===== src/rtl/audvid_pkg.sv =====
// Shared types and constants for the SD card read scheduler:
// FSM state encoding, block geometry and byte-counter width.
package audvid_pkg;

  typedef enum logic [2:0] {
    ST_IDLE,
    ST_WAIT_READY,
    ST_TILE_REQ,
    ST_TILE_XFER,
    ST_AUD_CHECK,
    ST_AUD_REQ,
    ST_AUD_XFER
  } sched_state_t;

  localparam int BLOCK_BYTES = 512;
  localparam int BYTE_CNT_W  = 9;

  function automatic logic is_xfer(input sched_state_t s);
    return (s == ST_TILE_XFER) || (s == ST_AUD_XFER);
  endfunction

  function automatic logic is_req(input sched_state_t s);
    return (s == ST_TILE_REQ) || (s == ST_AUD_REQ);
  endfunction

endpackage


===== src/rtl/sd_read_scheduler_if.sv =====
// Block-request / byte-stream handshake between the scheduler (master)
// and the SD card controller (slave).
interface sd_read_scheduler_if;

  logic        SD_Ready;
  logic        SD_BlockReq;
  logic [15:0] SD_BlockAddr;
  logic        SD_BlockAck;
  logic        SD_ByteValid;
  logic [7:0]  SD_Byte;

  modport master (
    input  SD_Ready,
    output SD_BlockReq,
    output SD_BlockAddr,
    input  SD_BlockAck,
    input  SD_ByteValid,
    input  SD_Byte
  );

  modport slave (
    output SD_Ready,
    input  SD_BlockReq,
    input  SD_BlockAddr,
    output SD_BlockAck,
    output SD_ByteValid,
    output SD_Byte
  );

endinterface


===== src/rtl/sd_block_counter.sv =====
// Byte position within the current 512-byte SD block; last flags the
// final byte so the scheduler can close the block on that strobe.
module sd_block_counter
  import audvid_pkg::*;
(
    input  logic                  clk,
    input  logic                  rst_n,
    input  logic                  clr,
    input  logic                  inc,
    output logic [BYTE_CNT_W-1:0] cnt,
    output logic                  last
);

    always_ff @(posedge clk or negedge rst_n) begin
        if (!rst_n) begin
            cnt <= '0;
        end else if (clr) begin
            cnt <= '0;
        end else if (inc) begin
            cnt <= cnt + 1'b1;
        end
    end

    assign last = (cnt == BYTE_CNT_W'(BLOCK_BYTES - 1));

endmodule


===== src/rtl/sd_read_scheduler.sv =====
// Schedules SD block reads: loads the tile image once (or on Reload) and
// otherwise keeps the audio FIFO topped up one block at a time.
module sd_read_scheduler
  import audvid_pkg::*;
#(
    parameter logic [15:0] TILE_BASE    = 16'h0000,
    parameter int          TILE_BLOCKS  = 16,
    parameter logic [15:0] AUDIO_BASE   = 16'h0010,
    parameter int          AUDIO_BLOCKS = 1024,
    parameter int          AUDIO_LOW    = 512
) (
    input  logic                       MasterCLK,
    input  logic                       Reset,
    input  logic                       Start,
    input  logic                       Reload,
    sd_read_scheduler_if.master        sd,
    output logic                       Tile_WrEn,
    output logic [12:0]                Tile_WrAddr,
    output logic [7:0]                 Tile_WrData,
    input  logic [10:0]                Audio_Level,
    output logic                       Audio_WrEn,
    output logic [7:0]                 Audio_WrData,
    output logic                       Busy,
    output logic                       TilesLoaded
);

    sched_state_t          state;
    logic                  tile_pend;
    logic [15:0]           tile_blk;
    logic [15:0]           aud_blk;
    logic                  blk_req;
    logic [15:0]           blk_addr;
    logic [BYTE_CNT_W-1:0] byte_cnt;
    logic                  byte_last;
    logic                  cnt_clr;
    logic                  byte_in;
    logic                  level_low;

    assign sd.SD_BlockReq  = blk_req;
    assign sd.SD_BlockAddr = blk_addr;

    // Counter restarts when a request is acknowledged or the card drops out.
    assign cnt_clr   = ((state != ST_IDLE) && !sd.SD_Ready) ||
                       (is_req(state) && sd.SD_BlockAck);
    assign byte_in   = sd.SD_Ready && sd.SD_ByteValid && is_xfer(state);
    assign level_low = (32'(Audio_Level) <= 32'(AUDIO_LOW));

    sd_block_counter u_byte_cnt (
        .clk   (MasterCLK),
        .rst_n (Reset),
        .clr   (cnt_clr),
        .inc   (byte_in),
        .cnt   (byte_cnt),
        .last  (byte_last)
    );

    always_ff @(posedge MasterCLK or negedge Reset) begin
        if (!Reset) begin
            state        <= ST_IDLE;
            tile_pend    <= 1'b1;
            tile_blk     <= '0;
            aud_blk      <= '0;
            blk_req      <= 1'b0;
            blk_addr     <= '0;
            Tile_WrEn    <= 1'b0;
            Tile_WrAddr  <= '0;
            Tile_WrData  <= '0;
            Audio_WrEn   <= 1'b0;
            Audio_WrData <= '0;
            Busy         <= 1'b0;
            TilesLoaded  <= 1'b0;
        end else begin
            Tile_WrEn  <= 1'b0;
            Audio_WrEn <= 1'b0;
            if (state == ST_IDLE) begin
                if (Start) begin
                    state <= ST_WAIT_READY;
                    Busy  <= 1'b1;
                end
            end else if (!sd.SD_Ready) begin
                // Interrupted block is re-requested from byte 0 on recovery.
                state   <= ST_WAIT_READY;
                blk_req <= 1'b0;
            end else begin
                case (state)
                    ST_WAIT_READY: begin
                        if (tile_pend) begin
                            state    <= ST_TILE_REQ;
                            blk_req  <= 1'b1;
                            blk_addr <= TILE_BASE + tile_blk;
                        end else begin
                            state <= ST_AUD_CHECK;
                        end
                    end
                    ST_TILE_REQ: begin
                        if (sd.SD_BlockAck) begin
                            blk_req <= 1'b0;
                            state   <= ST_TILE_XFER;
                        end
                    end
                    ST_TILE_XFER: begin
                        if (byte_in) begin
                            Tile_WrEn   <= 1'b1;
                            Tile_WrAddr <= {tile_blk[3:0], byte_cnt};
                            Tile_WrData <= sd.SD_Byte;
                            if (byte_last) begin
                                if (tile_blk == 16'(TILE_BLOCKS - 1)) begin
                                    TilesLoaded <= 1'b1;
                                    tile_blk    <= '0;
                                    tile_pend   <= 1'b0;
                                    state       <= ST_AUD_CHECK;
                                end else begin
                                    tile_blk <= tile_blk + 16'd1;
                                    state    <= ST_TILE_REQ;
                                    blk_req  <= 1'b1;
                                    blk_addr <= TILE_BASE + tile_blk + 16'd1;
                                end
                            end
                        end
                    end
                    ST_AUD_CHECK: begin
                        if (tile_pend) begin
                            TilesLoaded <= 1'b0;
                            state       <= ST_TILE_REQ;
                            blk_req     <= 1'b1;
                            blk_addr    <= TILE_BASE + tile_blk;
                        end else if (level_low) begin
                            state    <= ST_AUD_REQ;
                            blk_req  <= 1'b1;
                            blk_addr <= AUDIO_BASE + aud_blk;
                        end
                    end
                    ST_AUD_REQ: begin
                        if (sd.SD_BlockAck) begin
                            blk_req <= 1'b0;
                            state   <= ST_AUD_XFER;
                        end
                    end
                    ST_AUD_XFER: begin
                        if (byte_in) begin
                            Audio_WrEn   <= 1'b1;
                            Audio_WrData <= sd.SD_Byte;
                            if (byte_last) begin
                                aud_blk <= (aud_blk == 16'(AUDIO_BLOCKS - 1)) ?
                                           16'd0 : aud_blk + 16'd1;
                                state   <= ST_AUD_CHECK;
                            end
                        end
                    end
                    default: state <= ST_IDLE;
                endcase
            end
            // A Reload arriving with the final tile byte must survive the clear.
            if (Reload && (state != ST_IDLE)) begin
                tile_pend <= 1'b1;
            end
        end
    end

endmodule


===== src/flat_wrapper.sv =====
// flat-port wrapper written by rule: the top's interface ports become plain ports
module sd_read_scheduler_flat import audvid_pkg::*;
#(
    parameter logic [15:0] TILE_BASE    = 16'h0000,
    parameter int          TILE_BLOCKS  = 16,
    parameter logic [15:0] AUDIO_BASE   = 16'h0010,
    parameter int          AUDIO_BLOCKS = 1024,
    parameter int          AUDIO_LOW    = 512
)
  (MasterCLK, Reset, Start, Reload, Tile_WrEn, Tile_WrAddr, Tile_WrData, Audio_Level, Audio_WrEn, Audio_WrData, Busy, TilesLoaded, sd_SD_Ready, sd_SD_BlockReq, sd_SD_BlockAddr, sd_SD_BlockAck, sd_SD_ByteValid, sd_SD_Byte);
  sd_read_scheduler_if sd_i ();
  input  logic MasterCLK;
  input  logic Reset;
  input  logic Start;
  input  logic Reload;
  output logic Tile_WrEn;
  output logic [12:0] Tile_WrAddr;
  output logic [7:0] Tile_WrData;
  input  logic [10:0] Audio_Level;
  output logic Audio_WrEn;
  output logic [7:0] Audio_WrData;
  output logic Busy;
  output logic TilesLoaded;
  input wire logic [$bits(sd_i.SD_Ready)-1:0] sd_SD_Ready;
  output wire logic [$bits(sd_i.SD_BlockReq)-1:0] sd_SD_BlockReq;
  output wire logic [$bits(sd_i.SD_BlockAddr)-1:0] sd_SD_BlockAddr;
  input wire logic [$bits(sd_i.SD_BlockAck)-1:0] sd_SD_BlockAck;
  input wire logic [$bits(sd_i.SD_ByteValid)-1:0] sd_SD_ByteValid;
  input wire logic [$bits(sd_i.SD_Byte)-1:0] sd_SD_Byte;
  assign sd_i.SD_Ready = sd_SD_Ready;
  assign sd_SD_BlockReq = sd_i.SD_BlockReq;
  assign sd_SD_BlockAddr = sd_i.SD_BlockAddr;
  assign sd_i.SD_BlockAck = sd_SD_BlockAck;
  assign sd_i.SD_ByteValid = sd_SD_ByteValid;
  assign sd_i.SD_Byte = sd_SD_Byte;
  sd_read_scheduler #(.TILE_BASE(TILE_BASE), .TILE_BLOCKS(TILE_BLOCKS), .AUDIO_BASE(AUDIO_BASE), .AUDIO_BLOCKS(AUDIO_BLOCKS), .AUDIO_LOW(AUDIO_LOW)) u_core (.MasterCLK(MasterCLK), .Reset(Reset), .Start(Start), .Reload(Reload), .sd(sd_i), .Tile_WrEn(Tile_WrEn), .Tile_WrAddr(Tile_WrAddr), .Tile_WrData(Tile_WrData), .Audio_Level(Audio_Level), .Audio_WrEn(Audio_WrEn), .Audio_WrData(Audio_WrData), .Busy(Busy), .TilesLoaded(TilesLoaded));
endmodule

===== config.mk =====
export PLATFORM = sky130hd
export DESIGN_NAME = sd_read_scheduler_flat
export DESIGN_NICKNAME = d
export VERILOG_FILES = /design/src/rtl/audvid_pkg.sv /design/src/rtl/sd_read_scheduler_if.sv /design/src/rtl/sd_block_counter.sv /design/src/rtl/sd_read_scheduler.sv /design/src/flat_wrapper.sv
export SDC_FILE = /design/constraint.sdc
export NUM_CORES = 1
export LEC_CHECK = 0
export ABC_AREA = 1
export CORE_ASPECT_RATIO = 0.5
export CORE_MARGIN = 2
export CORE_UTILIZATION = 47
export CTS_CLUSTER_DIAMETER = 60
export DETAILED_ROUTE_END_ITERATION = 10
export PLACE_DENSITY = 0.7
export SLEW_MARGIN = 20
export SYNTH_ARGS = -nofsm -noshare
export SYNTH_HDL_FRONTEND = slang
export SYNTH_HIERARCHICAL = 1
export SYNTH_SLANG_ARGS = --single-unit
export TNS_END_PERCENT = 5

===== constraint.sdc =====
create_clock -name MasterCLK -period 6.6 [get_ports MasterCLK]
set_input_delay 1.32 -clock MasterCLK [delete_from_list [all_inputs] [get_ports MasterCLK]]
set_output_delay 1.32 -clock MasterCLK [all_outputs]
set_load 0.02 [all_outputs]

# Word-level counts from Yosys, hierarchy flattened
# Index checks and enable logic that the tools add are counted.
# Widths: inputs -> output; s select.
# classes
addsub,4
magnitude_cmp,1
n_eq_ne,32
mux,53
bitwise,1
reduce_logical,30
# ops
cell,n
$mux 16,8
$pmux 16 s3,1
$mux 3,13
$add 16x1->16 const B,2
$mux 1,26
$reduce_and 8->1,3
$mux 9,2
$pmux 3 s6,1
$add 5x16->16 const A,1
$eq 16x10->1 const B,1
$eq 16x4->1 const B,1
$ne 4x3->1 const B,4
$reduce_bool 2->1,7
$ne 3x2->1 const B,4
$le 11x10->1 const B,1
$ne 5x2->1 const B,2
$reduce_and 5->1,2
$add 9x1->9 const B,1
$eq 3x3->1 const B,3
$eq 9x9->1 const B,1
$ne 2x1->1 const B,4
$ne 2x2->1 const B,4
$ne 4x4->1 const B,2
$reduce_and 4->1,2
other kinds (17),25
# totals
reg_bits,95
word_cells,135

# Depth between registers and ports, before layout
# depth
ltp_word,8
mapped_depth,16

# Cells and area by module
# The synthesis kept the hierarchy.
# by_module_without_submodules
mod,instances,cells_each,area_per_inst_um2,seq_area_each_um2
sd_read_scheduler,1,670,4827.1,2153.3
sd_block_counter,1,64,506.7,225.2

# Worst setup path before layout
# No wires, ideal clock.
# synth_timing
path_kind,input -> register
from,input port sd_SD_Ready
to,register u_core.u_byte_cnt.cnt[3]
setup_ps,120
arrival_time_ps,2988
required_time_ps,6480
path_slack_ps,3492
cell_stages,12
path_buffers,1
path_cell_list,buf_2 -> nand2_1 -> inv_1 -> nand2_1 -> nand4_1 -> nand3_1 -> nor3b_1 -> nor2_4 -> nor2_4 -> nand2_1 -> o21ai_0 -> nor2_1
# synth_between
elab_chain_cells,4
# synth_lines
element,line,source
"start, declared",flat_wrapper.sv:24,input wire logic [$bits(sd_i.SD_Ready)-1:0] sd_SD_Ready;
$logic_not 1->1 *,sd_read_scheduler.sv:43,assign cnt_clr = ((state != ST_IDLE) && !sd.SD_Ready) ||
$logic_and 1x1->1 *,sd_read_scheduler.sv:43,
$logic_or 1x1->1 *,sd_read_scheduler.sv:43,
net u_core.cnt_clr,sd_read_scheduler.sv:35,logic cnt_clr;
$mux 9 / $reduce_bool 2->1 (equally long branches),--,
"end signal, assigned",sd_block_counter.sv:20,cnt <= cnt + 1'b1;
"end, declared",sd_block_counter.sv:10,"output logic [BYTE_CNT_W-1:0] cnt,"
# The timed path passes the listed nets; every way through them passes the cells marked *.
# A chain may end at the register's enable or synchronous reset.

# Worst setup path after layout
# Ends and elaborated chain as after synthesis.

==> insert_results.sql <==
INSERT INTO impl_metrics (metric_group, metric, value, unit) VALUES
('synthesis', 'postSynthAreaPerCell', '7.27', 'µm²'),
('critical_path', 'path_common_cell', 'sky130_fd_sc_hd__nand2_1', ''),
('placed_design', 'dp.final_hpwl', '9.91', 'mm'),
('synthesis', 'yosys_cell_types', '32', ''),
('floorplan', 'dieArea', '12300', 'µm²'),
('critical_path', 'crit_path_max_fanout', '17', ''),
('floorplan', 'floorplan.core_area', '11000', 'µm²'),
('global_routing', 'grt_antenna_before_repair', '0', ''),
('timing', 'grt_setup_unrepaired', 'no', ''),
('critical_path', 'critical_path.cell_chain', 'clkdlybuf4s50_1 > nand2_1 > inv_1 > nand2_1 > nand4_1 > nand3_1 > nor3b_1 > nor2_4 > nor2_4 > nand2_1 > o21ai_0 > nor2_1', ''),
('power_and_ir_drop', 'worst_ir_drop_vdd', '0.130', 'mV'),
('route', 'drc', '0', ''),
('critical_path', 'required', '6.84', 'ns'),
('final_layout', 'final_nets', '834', ''),
('cts', 'clk_pin_slew_worst_paths', '0.07', 'ns'),
('critical_path', 'cp_class', 'in2reg', ''),
('cts', 'clock_path_buffers', '2', ''),
('synthesis', 'synthesis.yosys.warnings', '6', ''),
('timing', 'final.setup.tns', '0', 'ns'),
('final_layout', 'layout.cells.most_common', 'sky130_fd_sc_hd__nand2_1', ''),
('synthesis', 'syn-cell-area', '5330', 'µm²'),
('floorplan', 'initial_utilization', '48.4', '%'),
('synthesis', 'synth-edff-count', '0', ''),
('synthesis', 'post-synth-top-area-cell', 'sky130_fd_sc_hd__dfrtp_1', ''),
('placed_design', 'count_of_buffers_inserted_at_the_top_level_ports', '75', ''),
('global_routing', 'grt_pass1_vias', '4869', ''),
('cts', 'post-cts-setup-buffers', '0', ''),
('job', 'max_cap_viol_count', '0', ''),
('worst_hold_path', 'hold_path.startpoint', 'u_core/sd.SD_BlockAddr[4]', ''),
('global_routing', 'largest_net_degree_at_the_start_of_global_routing', '58', ''),
('synthesis', 'synth_async_sr_flop_share', '100', '%'),
('timing', 'final.setup_skew', '0.00840', 'ns'),
('route', 'via_count_normalized_by_instance_count', '5.25', ''),
('cts', 'cts_num_sinks', '95', ''),
('global_routing', 'global_route_wire_length_before_repair', '23.2', 'mm'),
('timing', 'slew_at_the_pin_with_the_worst_max_slew_slack', '1.01', 'ns'),
('critical_path', 'regToRegStartpoint', 'u_core/state[2]', ''),
('timing', 'finalWorstPathRequiredPeriod', '3.85', 'ns'),
('floorplan', 'die_width', '155', 'µm'),
('route', 'detailedRoute.firstIterationViolations', '309', ''),
('critical_path', 'critical-path-max-stage-delay', '0.62', 'ns'),
('synthesis', 'mappedNetlistNets', '765', ''),
('cts', 'cts-root-buf', 'sky130_fd_sc_hd__clkbuf_16', ''),
('route', 'first_pass_iters', '4', ''),
('critical_path', 'crit_path_top_delay_cell', 'sky130_fd_sc_hd__clkdlybuf4s50_1', ''),
('synthesis', 'synthTopCellsByArea', 'sky130_fd_sc_hd__dfrtp_1 (44%), sky130_fd_sc_hd__nand2_1 (18%), sky130_fd_sc_hd__nand3_1 (7.0%)', ''),
('timing', 'slew-limit-headroom', '32.6', '%'),
('critical_path', 'timing.critical_path.from_type', 'input port', ''),
('floorplan', 'floorplan.rows', '27', ''),
('route', 'routed-via-count', '4999', ''),
('timing', 'setup_viol', '0', ''),
('timing', 'final_min_period_over_clock_period', '58.3', '%'),
('route', 'ant_nets', '0', ''),
('global_routing', 'grt_util_all_layers', '23.9', '%'),
('final_layout', 'leading_cell_types_in_the_layout_fill_and_taps_excluded', 'sky130_fd_sc_hd__nand2_1 (257), sky130_fd_sc_hd__dfrtp_1 (94), sky130_fd_sc_hd__nand3_1 (75), sky130_fd_sc_hd__clkdlybuf4s50_1 (74), sky130_fd_sc_hd__inv_1 (69)', ''),
('critical_path', 'worst-endpoint-arrival', '4.09', 'ns'),
('cts', 'post_cts.resized_instances', '0', ''),
('power_and_ir_drop', 'power.leakage', '0.00319', 'µW'),
('floorplan', 'i_o_pin_count', '76', ''),
('route', 'totalWireLength', '13.5', 'mm'),
('synthesis', 'ys.flop_type', 'sky130_fd_sc_hd__dfrtp_1', ''),
('worst_hold_path', 'worst_hold_path_class', 'reg2reg', ''),
('cts', 'tritoncts_clock_tree', 'done', ''),
('cts', 'insertion_delay', '0.35', 'ns'),
('final_layout', 'diodes', '0', ''),
('run_status', 'run_status', 'complete, no violations', ''),
('synthesis', 'gate_count_of_the_mapped_netlist', '734', ''),
('synthesis', 'synth-seq-area-share', '44.6', '%'),
('timing', 'max_clock_freq', '260', 'MHz'),
('timing', 'final-max-slew-violation-count', '0', ''),
('placed_design', 'gp_congestion', '0.898', '');
[power breakdown]
group / internal (µW) / leakage [µW] / switching (µW)
Sequential: 696 / 0.00112 / 68.5
Clock: 260 / 0.000133 / 240
Combinational: 312 / 0.00194 / 455
[critical path, delay by kind of cell]
| family | cells | cell delay [ns] |
|---|---|---|
| AO/OA/AOI/OAI | 1 | 0.17 |
| buffers and inverters | 2 | 0.77 |
| AND/OR/NAND/NOR | 9 | 1.82 |
[final timing paths]
kind                                        endpoint  slack, ns  cells after the start
hold / removal             u_core/sd.SD_BlockAddr[4]       0.48                      2
min in group asynchronous      u_core/Tile_WrData[5]       0.93                      1
max in group asynchronous         u_core/tile_blk[7]       4.57                      2
hold reg to reg            u_core/sd.SD_BlockAddr[4]       0.48                      2
setup reg to reg            u_core/u_byte_cnt/cnt[3]       3.46                     10
setup / recovery            u_core/u_byte_cnt/cnt[3]       2.75                     12
[sequential cells by signal, indices dropped and copies added, names as in the netlist, 3 cells and up]
signal                  count
u_core/Tile_WrData          8
u_core/state                3
u_core/Tile_WrAddr         13
u_core/aud_blk             16
u_core/Audio_WrData         8
u_core/tile_blk            16
u_core/u_byte_cnt/cnt       9
u_core/sd.SD_BlockAddr     16
[synth_stat cells (all sizes together) (7+ instances only)]
cell type,instances
buf,11
xor2,11
nand4,20
dfrtp,94
nor3,9
nand3,80
nor2,75
o21ai,58
inv,73
nand2,260
a21oi,13
clkbuf,7
[per-layer routing]
metal,wire (µm),global-route usage [%]
met1,6270,32.4
met2,6300,38.9
met3,715,5.46
met4,210,7.04
met5,0,0
[cell families (layout without fill, tap and decap cells)]
family / after synthesis / in the layout / share of synthesized area [%]
compound gates: 82 / 82 / 8.23
simple gates: 450 / 450 / 37.0
buf+inv: 91 / 165 / 7.22
flops: 95 / 95 / 44.6
fa+ha+maj: 5 / 5 / 1.17
xor+xnor: 11 / 11 / 1.81
[layout make-up]
class | instances | area [µm²]
inverter | 73 | 274
clock buffer | 9 | 225
multi-input combinational | 548 | 2570
timing repair buffer | 76 | 756
tap | 145 | 181
clock inverter | 7 | 55.1
sequential | 95 | 2380
fill | 1053 | 4570
[metrics by stage]
| step | power, µW | hold slack, ns | instances | setup slack, ns | instance area, µm² |
|---|---|---|---|---|---|
| 3_3_place_gp | 1540 | 0.458 | 937 | 2.56 | 6160 |
| 2_1_floorplan | 1240 | 0.463 | 734 | 3.49 | 5330 |
| 4_1_cts | 2050 | 0.479 | 953 | 2.80 | 6440 |
| 5_1_grt | 2170 | 0.498 | 953 | 2.58 | 6440 |
| 3_5_place_dp | 1550 | 0.462 | 937 | 2.44 | 6160 |
| 6_report | 2030 | 0.477 | 953 | 2.75 | 6440 |
No activity file was read; power rests on OpenSTA's default activity.
